**src/rtl/tm_accum_pkg.sv**
```systemverilog
// Shared widths, defaults and enums for the line-sum window accumulator.
// The default widths follow the pixel/line geometry of the upstream adder trees.
package tm_accum_pkg;

    localparam int NUM_TEMPLATES = 2;
    localparam int LINE_SIZE     = 64;
    localparam int PIXEL_SIZE    = 8;
    localparam int NUM_OF_LINES  = 8;

    typedef enum logic {
        WIN_SLIDING = 1'b0,
        WIN_BLOCK   = 1'b1
    } win_mode_e;

    typedef enum logic {
        WS_FILL = 1'b0,
        WS_FULL = 1'b1
    } win_state_e;

    function automatic int in_width(input int line_size, input int pixel_size);
        return $clog2(line_size) + 2 * pixel_size;
    endfunction

    // Enough headroom for WIN_LINES+1 maximal terms, so acc + new never wraps.
    function automatic int acc_width(input int in_w, input int win_lines);
        return in_w + $clog2(win_lines + 1);
    endfunction

    function automatic int cnt_width(input int win_lines);
        return $clog2(win_lines + 1);
    endfunction

endpackage

```
**src/rtl/line_sum_window_accumulator_if.sv**
```systemverilog
// Line-sum input stream and window-sum output bundle of the accumulator.
interface line_sum_window_accumulator_if
    import tm_accum_pkg::*;
#(
    parameter int NUM_CH    = 2 + NUM_TEMPLATES,
    parameter int IN_W      = in_width(LINE_SIZE, PIXEL_SIZE),
    parameter int WIN_LINES = NUM_OF_LINES
) ();
    localparam int ACC_W = acc_width(IN_W, WIN_LINES);
    localparam int CNT_W = cnt_width(WIN_LINES);

    logic                    frame_start;
    logic                    in_valid;
    logic [NUM_CH*IN_W-1:0]  line_sum;
    logic                    acc_valid;
    logic [NUM_CH*ACC_W-1:0] acc_sum;
    logic [CNT_W-1:0]        lines_in_win;

    modport master (
        output frame_start, in_valid, line_sum,
        input  acc_valid, acc_sum, lines_in_win
    );

    modport slave (
        input  frame_start, in_valid, line_sum,
        output acc_valid, acc_sum, lines_in_win
    );

endinterface

```
**src/rtl/line_sum_delay_buffer.sv**
```systemverilog
// Circular line buffer; rd_data is the line that the next accepted write will overwrite,
// i.e. the line falling out of a full sliding window.
module line_sum_delay_buffer #(
    parameter int DEPTH = 4,
    parameter int WIDTH = 32
) (
    input  logic             CLK,
    input  logic             reset,
    input  logic             clear,
    input  logic             wr_en,
    input  logic [WIDTH-1:0] wr_data,
    output logic [WIDTH-1:0] rd_data
);
    localparam int PTR_W = (DEPTH > 1) ? $clog2(DEPTH) : 1;

    logic [WIDTH-1:0] mem [DEPTH];
    logic [WIDTH-1:0] rd_data_reg;
    logic [PTR_W-1:0] ptr_reg, ptr_next, wr_addr;

    always_comb begin
        wr_addr  = clear ? '0 : ptr_reg;
        ptr_next = wr_addr;
        if (wr_en) begin
            ptr_next = (wr_addr == PTR_W'(DEPTH - 1)) ? '0 : wr_addr + PTR_W'(1);
        end
    end

    // Pre-fetch the slot the pointer will sit on next cycle, so the dropped line is
    // already registered when the following accept arrives.
    always_ff @(posedge CLK) begin
        if (wr_en) begin
            mem[wr_addr] <= wr_data;
        end
        rd_data_reg <= mem[ptr_next];
    end

    always_ff @(posedge CLK) begin
        if (reset) begin
            ptr_reg <= '0;
        end else begin
            ptr_reg <= ptr_next;
        end
    end

    assign rd_data = rd_data_reg;

endmodule

```
**src/rtl/line_sum_window_accumulator.sv**
```systemverilog
// Per-channel window accumulator over WIN_LINES line sums, sliding or block mode.
// One shared FILL/FULL controller drives NUM_CH identical accumulator lanes.
module line_sum_window_accumulator
    import tm_accum_pkg::*;
#(
    parameter int        NUM_CH    = 2 + NUM_TEMPLATES,
    parameter int        IN_W      = in_width(LINE_SIZE, PIXEL_SIZE),
    parameter int        WIN_LINES = NUM_OF_LINES,
    parameter win_mode_e MODE      = WIN_SLIDING
) (
    input  logic                         CLK,
    input  logic                         reset,
    line_sum_window_accumulator_if.slave bus
);
    localparam int ACC_W = acc_width(IN_W, WIN_LINES);
    localparam int CNT_W = cnt_width(WIN_LINES);
    localparam int LS_W  = NUM_CH * IN_W;

    win_state_e       state_reg;
    logic [CNT_W-1:0] cnt_reg, base_cnt, cnt_inc;
    logic             acc_valid_reg;
    logic             eff_full, restart, sub_oldest;
    logic [LS_W-1:0]  oldest;

    // frame_start in the same cycle as an accept behaves as clear-then-accept.
    always_comb begin
        eff_full   = (state_reg == WS_FULL) && !bus.frame_start;
        restart    = bus.frame_start || ((MODE == WIN_BLOCK) && (state_reg == WS_FULL));
        sub_oldest = (MODE == WIN_SLIDING) && eff_full;
        base_cnt   = bus.frame_start ? '0 : cnt_reg;
        cnt_inc    = base_cnt + CNT_W'(1);
    end

    always_ff @(posedge CLK) begin
        if (reset) begin
            state_reg     <= WS_FILL;
            cnt_reg       <= '0;
            acc_valid_reg <= 1'b0;
        end else begin
            acc_valid_reg <= 1'b0;
            if (bus.in_valid) begin
                if (eff_full && (MODE == WIN_SLIDING)) begin
                    acc_valid_reg <= 1'b1;
                end else if (eff_full) begin
                    state_reg <= WS_FILL;
                    cnt_reg   <= CNT_W'(1);
                end else begin
                    cnt_reg <= cnt_inc;
                    if (cnt_inc == CNT_W'(WIN_LINES)) begin
                        state_reg     <= WS_FULL;
                        acc_valid_reg <= 1'b1;
                    end else begin
                        state_reg <= WS_FILL;
                    end
                end
            end else if (bus.frame_start) begin
                state_reg <= WS_FILL;
                cnt_reg   <= '0;
            end
        end
    end

    generate
        if (MODE == WIN_SLIDING) begin : g_buf
            line_sum_delay_buffer #(
                .DEPTH (WIN_LINES),
                .WIDTH (LS_W)
            ) u_delay_buffer (
                .CLK     (CLK),
                .reset   (reset),
                .clear   (bus.frame_start),
                .wr_en   (bus.in_valid),
                .wr_data (bus.line_sum),
                .rd_data (oldest)
            );
        end else begin : g_no_buf
            assign oldest = '0;
        end
    endgenerate

    genvar gi;
    generate
        for (gi = 0; gi < NUM_CH; gi++) begin : g_lane
            logic [ACC_W-1:0] acc_reg, acc_next, new_ext, old_ext;

            assign new_ext = ACC_W'(bus.line_sum[gi*IN_W +: IN_W]);
            assign old_ext = ACC_W'(oldest[gi*IN_W +: IN_W]);

            // The dropped line is part of acc_reg, so the subtraction cannot underflow.
            always_comb begin
                acc_next = acc_reg;
                if (bus.in_valid) begin
                    acc_next = (restart ? '0 : acc_reg) + new_ext - (sub_oldest ? old_ext : '0);
                end else if (bus.frame_start) begin
                    acc_next = '0;
                end
            end

            always_ff @(posedge CLK) begin
                if (reset) begin
                    acc_reg <= '0;
                end else begin
                    acc_reg <= acc_next;
                end
            end

            assign bus.acc_sum[gi*ACC_W +: ACC_W] = acc_reg;
        end
    endgenerate

    assign bus.acc_valid    = acc_valid_reg;
    assign bus.lines_in_win = cnt_reg;

endmodule

```
**src/flat_wrapper.sv**
```systemverilog
// flat-port wrapper written by rule: the top's interface ports become plain ports
module line_sum_window_accumulator_flat import tm_accum_pkg::*;
#(
    parameter int        NUM_CH    = 2 + NUM_TEMPLATES,
    parameter int        IN_W      = in_width(LINE_SIZE, PIXEL_SIZE),
    parameter int        WIN_LINES = NUM_OF_LINES,
    parameter win_mode_e MODE      = WIN_SLIDING
)
  (CLK, reset, bus_frame_start, bus_in_valid, bus_line_sum, bus_acc_valid, bus_acc_sum, bus_lines_in_win);
  line_sum_window_accumulator_if #(.NUM_CH(NUM_CH), .IN_W(IN_W), .WIN_LINES(WIN_LINES)) bus_i ();
  input  logic CLK;
  input  logic reset;
  input wire logic [$bits(bus_i.frame_start)-1:0] bus_frame_start;
  input wire logic [$bits(bus_i.in_valid)-1:0] bus_in_valid;
  input wire logic [$bits(bus_i.line_sum)-1:0] bus_line_sum;
  output wire logic [$bits(bus_i.acc_valid)-1:0] bus_acc_valid;
  output wire logic [$bits(bus_i.acc_sum)-1:0] bus_acc_sum;
  output wire logic [$bits(bus_i.lines_in_win)-1:0] bus_lines_in_win;
  assign bus_i.frame_start = bus_frame_start;
  assign bus_i.in_valid = bus_in_valid;
  assign bus_i.line_sum = bus_line_sum;
  assign bus_acc_valid = bus_i.acc_valid;
  assign bus_acc_sum = bus_i.acc_sum;
  assign bus_lines_in_win = bus_i.lines_in_win;
  line_sum_window_accumulator #(.NUM_CH(NUM_CH), .IN_W(IN_W), .WIN_LINES(WIN_LINES), .MODE(MODE)) u_core (.CLK(CLK), .reset(reset), .bus(bus_i));
endmodule
```
**config.mk**
```make
export PLATFORM = sky130hd
export DESIGN_NAME = line_sum_window_accumulator_flat
export DESIGN_NICKNAME = d
export VERILOG_FILES = /design/src/rtl/tm_accum_pkg.sv /design/src/rtl/line_sum_window_accumulator_if.sv /design/src/rtl/line_sum_delay_buffer.sv /design/src/rtl/line_sum_window_accumulator.sv /design/src/flat_wrapper.sv
export SDC_FILE = /design/constraint.sdc
export NUM_CORES = 2
export LEC_CHECK = 0
export CORE_MARGIN = 1.5
export CORE_UTILIZATION = 48
export CTS_CLUSTER_SIZE = 10
export DETAILED_ROUTE_END_ITERATION = 12
export PLACE_DENSITY = 0.66
export SYNTH_ARGS = -nofsm -noshare
export SYNTH_HDL_FRONTEND = slang
export SYNTH_SLANG_ARGS = --single-unit
```
**constraint.sdc**
```tcl
create_clock -name CLK -period 11.2 [get_ports CLK]
set_input_delay 2.24 -clock CLK [delete_from_list [all_inputs] [get_ports CLK]]
set_output_delay 2.24 -clock CLK [all_outputs]
set_load 0.005 [all_outputs]
```
==> flow_metrics.env <==
export IMPL_status="finished, final reports clean"
export IMPL_setup_tns_final_ps=0
export IMPL_fillers=6704
export IMPL_seq_power_share_pct=46.8
export IMPL_cp_end_kind="flip-flop"
export IMPL_drt_iter0_drc=1825
export IMPL_cts_setup_buffers=0
export IMPL_cts_resized=0
export IMPL_largest_reg_flops=704
export IMPL_io_buffers=200
export IMPL_slew_viol_final=0
export IMPL_die_x_um=295
export IMPL_io_pins=201
export IMPL_drtAntennaViolNets=0
export IMPL_grt_met1_usage_pct=30.0
export IMPL_wl_um=96000
export IMPL_synth_seq_area_share_pct=61.6
export IMPL_place_hpwl_um=59300
export IMPL_worstSetupPathType="input port to flip-flop"
export IMPL_h_tree_depth=3
export IMPL_p_switching_mw=2.06
export IMPL_dieArea_um2=86900
export IMPL_avgSynthCellArea_um2=14.4
export IMPL_reg2reg_slack_ps=6020
export IMPL_grt_use_met3_pct=4.04
export IMPL_synth_edf_count=704
export IMPL_area_growth_pct=15.5
export IMPL_cpMostUsedCell="buf_4"
export IMPL_netlist_area_um2=40900
export IMPL_fin_ws_ps=4090
export IMPL_clockBufferDepth=3
export IMPL_grt_max_degree=99
export IMPL_path_cells="clkdlybuf4s50_1, buf_4, inv_4, buf_4, nand2_1, fa_1, inv_1, ha_1, a211oi_1, o21bai_1, o21ai_1, o21ai_0, a2111oi_0, or4_1, a31o_2, nand4_1, o221ai_1"
export IMPL_rsz0062_at_grt="no"
export IMPL_startpoint="bus_frame_start"
export IMPL_min_period_over_period_pct=63.4
export IMPL_start_kind="input port"
export IMPL_cts_tree="done"
export IMPL_p_sw_share_pct=25.1
export IMPL_path_clk_slew_ps=60
export IMPL_post_place_ws_ps=3510
export IMPL_wire_per_inst_um=22.4
export IMPL_synthFlopType="edfxtp_1"
export IMPL_insertion_delay_ps=660
export IMPL_yosys_register_bits=905
export IMPL_grt_pass1_wl_um=147000
export IMPL_placed_cells=4098
export IMPL_grtUsageMet2_pct=37.7
export IMPL_dr_pass1_iters=5
export IMPL_antenna_found_initial=5
export IMPL_ys_warn_count=0
export IMPL_cts_num_sinks=905
export IMPL_nets=3355
export IMPL_multi_input_area_um2=14200
export IMPL_netlist_instances=2848
export IMPL_final_min_clock_period_ps=7110
export IMPL_num_rows=106
export IMPL_hp_class="flip-flop to flip-flop"
export IMPL_comb_power_share_pct=15.9
export IMPL_busiest_layer="met2"
export IMPL_grt_usage_pct=22.4
export IMPL_synth_async_sr_flop_share_pct=0
export IMPL_maxCapViolCount=0
export IMPL_power_density_nw_per_um2=173
export IMPL_avgViaCountPerCell=5.59
export IMPL_via_count=24000
export IMPL_hold_violations=0
export IMPL_syn_nets=3135
export IMPL_synth_top_area_share_pct=51.7
export IMPL_synth_top_cell_by_area="edfxtp_1"
export IMPL_vdd_ir_drop_max_mv=0.131
export IMPL_rr_startpoint="u_core.state_reg$_SDFFE_PP0P_"
export IMPL_p_int_mw=6.13
export IMPL_critPathRequiredTime_ps=11760
export IMPL_drive_gt1_share_pct=14.1
export IMPL_r2r_end="u_core.g_lane[3].acc_reg[19]$_SDFF_PP0_"
export IMPL_setup_viol=0
export IMPL_cts_buffers=102
export IMPL_drcViolationCount=0
export IMPL_power_leakage_nw=17.3
export IMPL_layout_area_seq_um2=25200
export IMPL_core_um2=84000
export IMPL_netlist_cell_type_count=76
export IMPL_crit_end="u_core.g_lane[3].acc_reg[19]$_SDFF_PP0_"
export IMPL_worst_pin_slew_ps=1200
export IMPL_cts_root_buffer="clkbuf_16"
export IMPL_synth_area_leaders="edfxtp_1 52%, dfxtp_1 9.8%, mux4_2 9.7%, fa_1 4.3%, ha_1 3.3%"
export IMPL_skew_ps=22.2
export IMPL_relSlewSlack_pct=19.9
export IMPL_ff2ff_path_depth=15
export IMPL_grt_pass1_vias=25000
export IMPL_n_antenna_cell=0
export IMPL_place_gp_congestion=0.857
export IMPL_cpPeakStageDelay_ps=750
export IMPL_p_clk_share_pct=37.3
export IMPL_die_h_um=295
export IMPL_layout_cells_non_filler=4291
export IMPL_overflow=0
export IMPL_start_util_pct=48.7
export IMPL_worstPathArrival_ps=7670
export IMPL_cp_slowest_cell="buf_4"
export IMPL_cp_max_fo=59
export IMPL_ctsHoldBuffers=0
export IMPL_timing_fmax_mhz=141
## cells in the mapped netlist (all sizes together) (14+ instances only)
cell type  count
ha           107
o21a          22
nor3          22
o21ai         58
xnor2         51
and2          92
o22ai         16
clkbuf        66
mux2          93
dfxtp        201
mux4         176
xor2          21
a211oi        16
edfxtp       704
inv          304
buf           52
fa            88
a21o          50
nand2        170
nand3         20
o21bai        14
nor2         201
a21oi        136
## final cells by class
| type | instances | share of cell area [%] |
|---|---|---|
| Sequential cell | 905 | 53.3 |
| Multi-Input combinational cell | 1521 | 30.0 |
| Clock buffer | 188 | 6.31 |
| Timing Repair Buffer | 234 | 4.86 |
| Tap cell | 1134 | 3.01 |
| Inverter | 304 | 2.42 |
| Clock inverter | 5 | 0.0980 |
## critical path, delay by kind of cell
family / cells / cell delay [ps]
AOI/OAI and AO/OA: 7 / 1940
adders and majority gates: 2 / 890
buffers and inverters: 5 / 1970
and+or+nand+nor: 3 / 590
## metrics by stage
| step | hold slack [ps] | area [um2] | utilization, % | power [mW] |
|---|---|---|---|---|
| after floorplan | 505 | 40900 | - | 4.75 |
| after global placement | 516 | 44200 | 52.6 | 5.17 |
| after detailed placement | 545 | 44200 | 52.6 | 5.19 |
| after CTS | 554 | 47200 | 56.2 | 8.25 |
| after global routing | 590 | 47200 | 56.2 | 8.52 |
| final | 551 | 47200 | 56.2 | 8.19 |
## worst min path at each step
stage / startpoint / endpoint / slack, ps / cells past startpoint
2_1_floorplan: u_core.g_lane[1].acc_reg[24]$_SDFF_PP0_ / u_core.g_lane[1].acc_reg[24]$_SDFF_PP0_ / 500 / 2
6_report: u_core.g_lane[2].acc_reg[20]$_SDFF_PP0_ / u_core.g_lane[2].acc_reg[20]$_SDFF_PP0_ / 550 / 2
3_3_place_gp: u_core.g_lane[0].acc_reg[25]$_SDFF_PP0_ / u_core.g_lane[0].acc_reg[25]$_SDFF_PP0_ / 520 / 2
3_5_place_dp: u_core.g_lane[2].acc_reg[20]$_SDFF_PP0_ / u_core.g_lane[2].acc_reg[20]$_SDFF_PP0_ / 540 / 2
5_1_grt: u_core.g_lane[2].acc_reg[20]$_SDFF_PP0_ / u_core.g_lane[2].acc_reg[20]$_SDFF_PP0_ / 590 / 2
4_1_cts: u_core.g_lane[2].acc_reg[20]$_SDFF_PP0_ / u_core.g_lane[2].acc_reg[20]$_SDFF_PP0_ / 550 / 2
## per-layer routing
layer  up-vias  share of wire (%)
met1     12200                 43
met2       692                 49
met5         -              0.046
met3       172                6.1
met4         6                2.6
li1      10900                  -
## cells in the final DEF (no fill, tap or decap), types with 93 or more instances in the layout
master and count:
a21oi_1 134, clkbuf_16 105, clkdlybuf4s50_1 198, dfxtp_1 201, edfxtp_1 704, ha_1 107, inv_1 303, mux2_2 93
mux4_2 176, nand2_1 170, nor2_1 195
## cell families (layout without fill, tap and decap cells)
kind of cell,after synthesis,in the layout,synth area share [%]
xor+xnor,72,72,1.54
flops,905,905,61.6
simple gates,586,586,6.67
mux,275,275,12.4
fa+ha+maj,195,195,7.59
compound gates,393,393,6.24
buf+inv,422,731,3.98
## power by group through the flow
stage / registers, mW / logic, mW / clock network (mW)
floorplan: 3.87 / 0.878 / 0
global placement: 3.90 / 1.27 / 0
detailed placement: 3.90 / 1.29 / 0
CTS: 3.84 / 1.30 / 3.11
global route: 3.84 / 1.44 / 3.23
finish: 3.83 / 1.30 / 3.05
No activity file was read; power rests on OpenSTA's default activity.
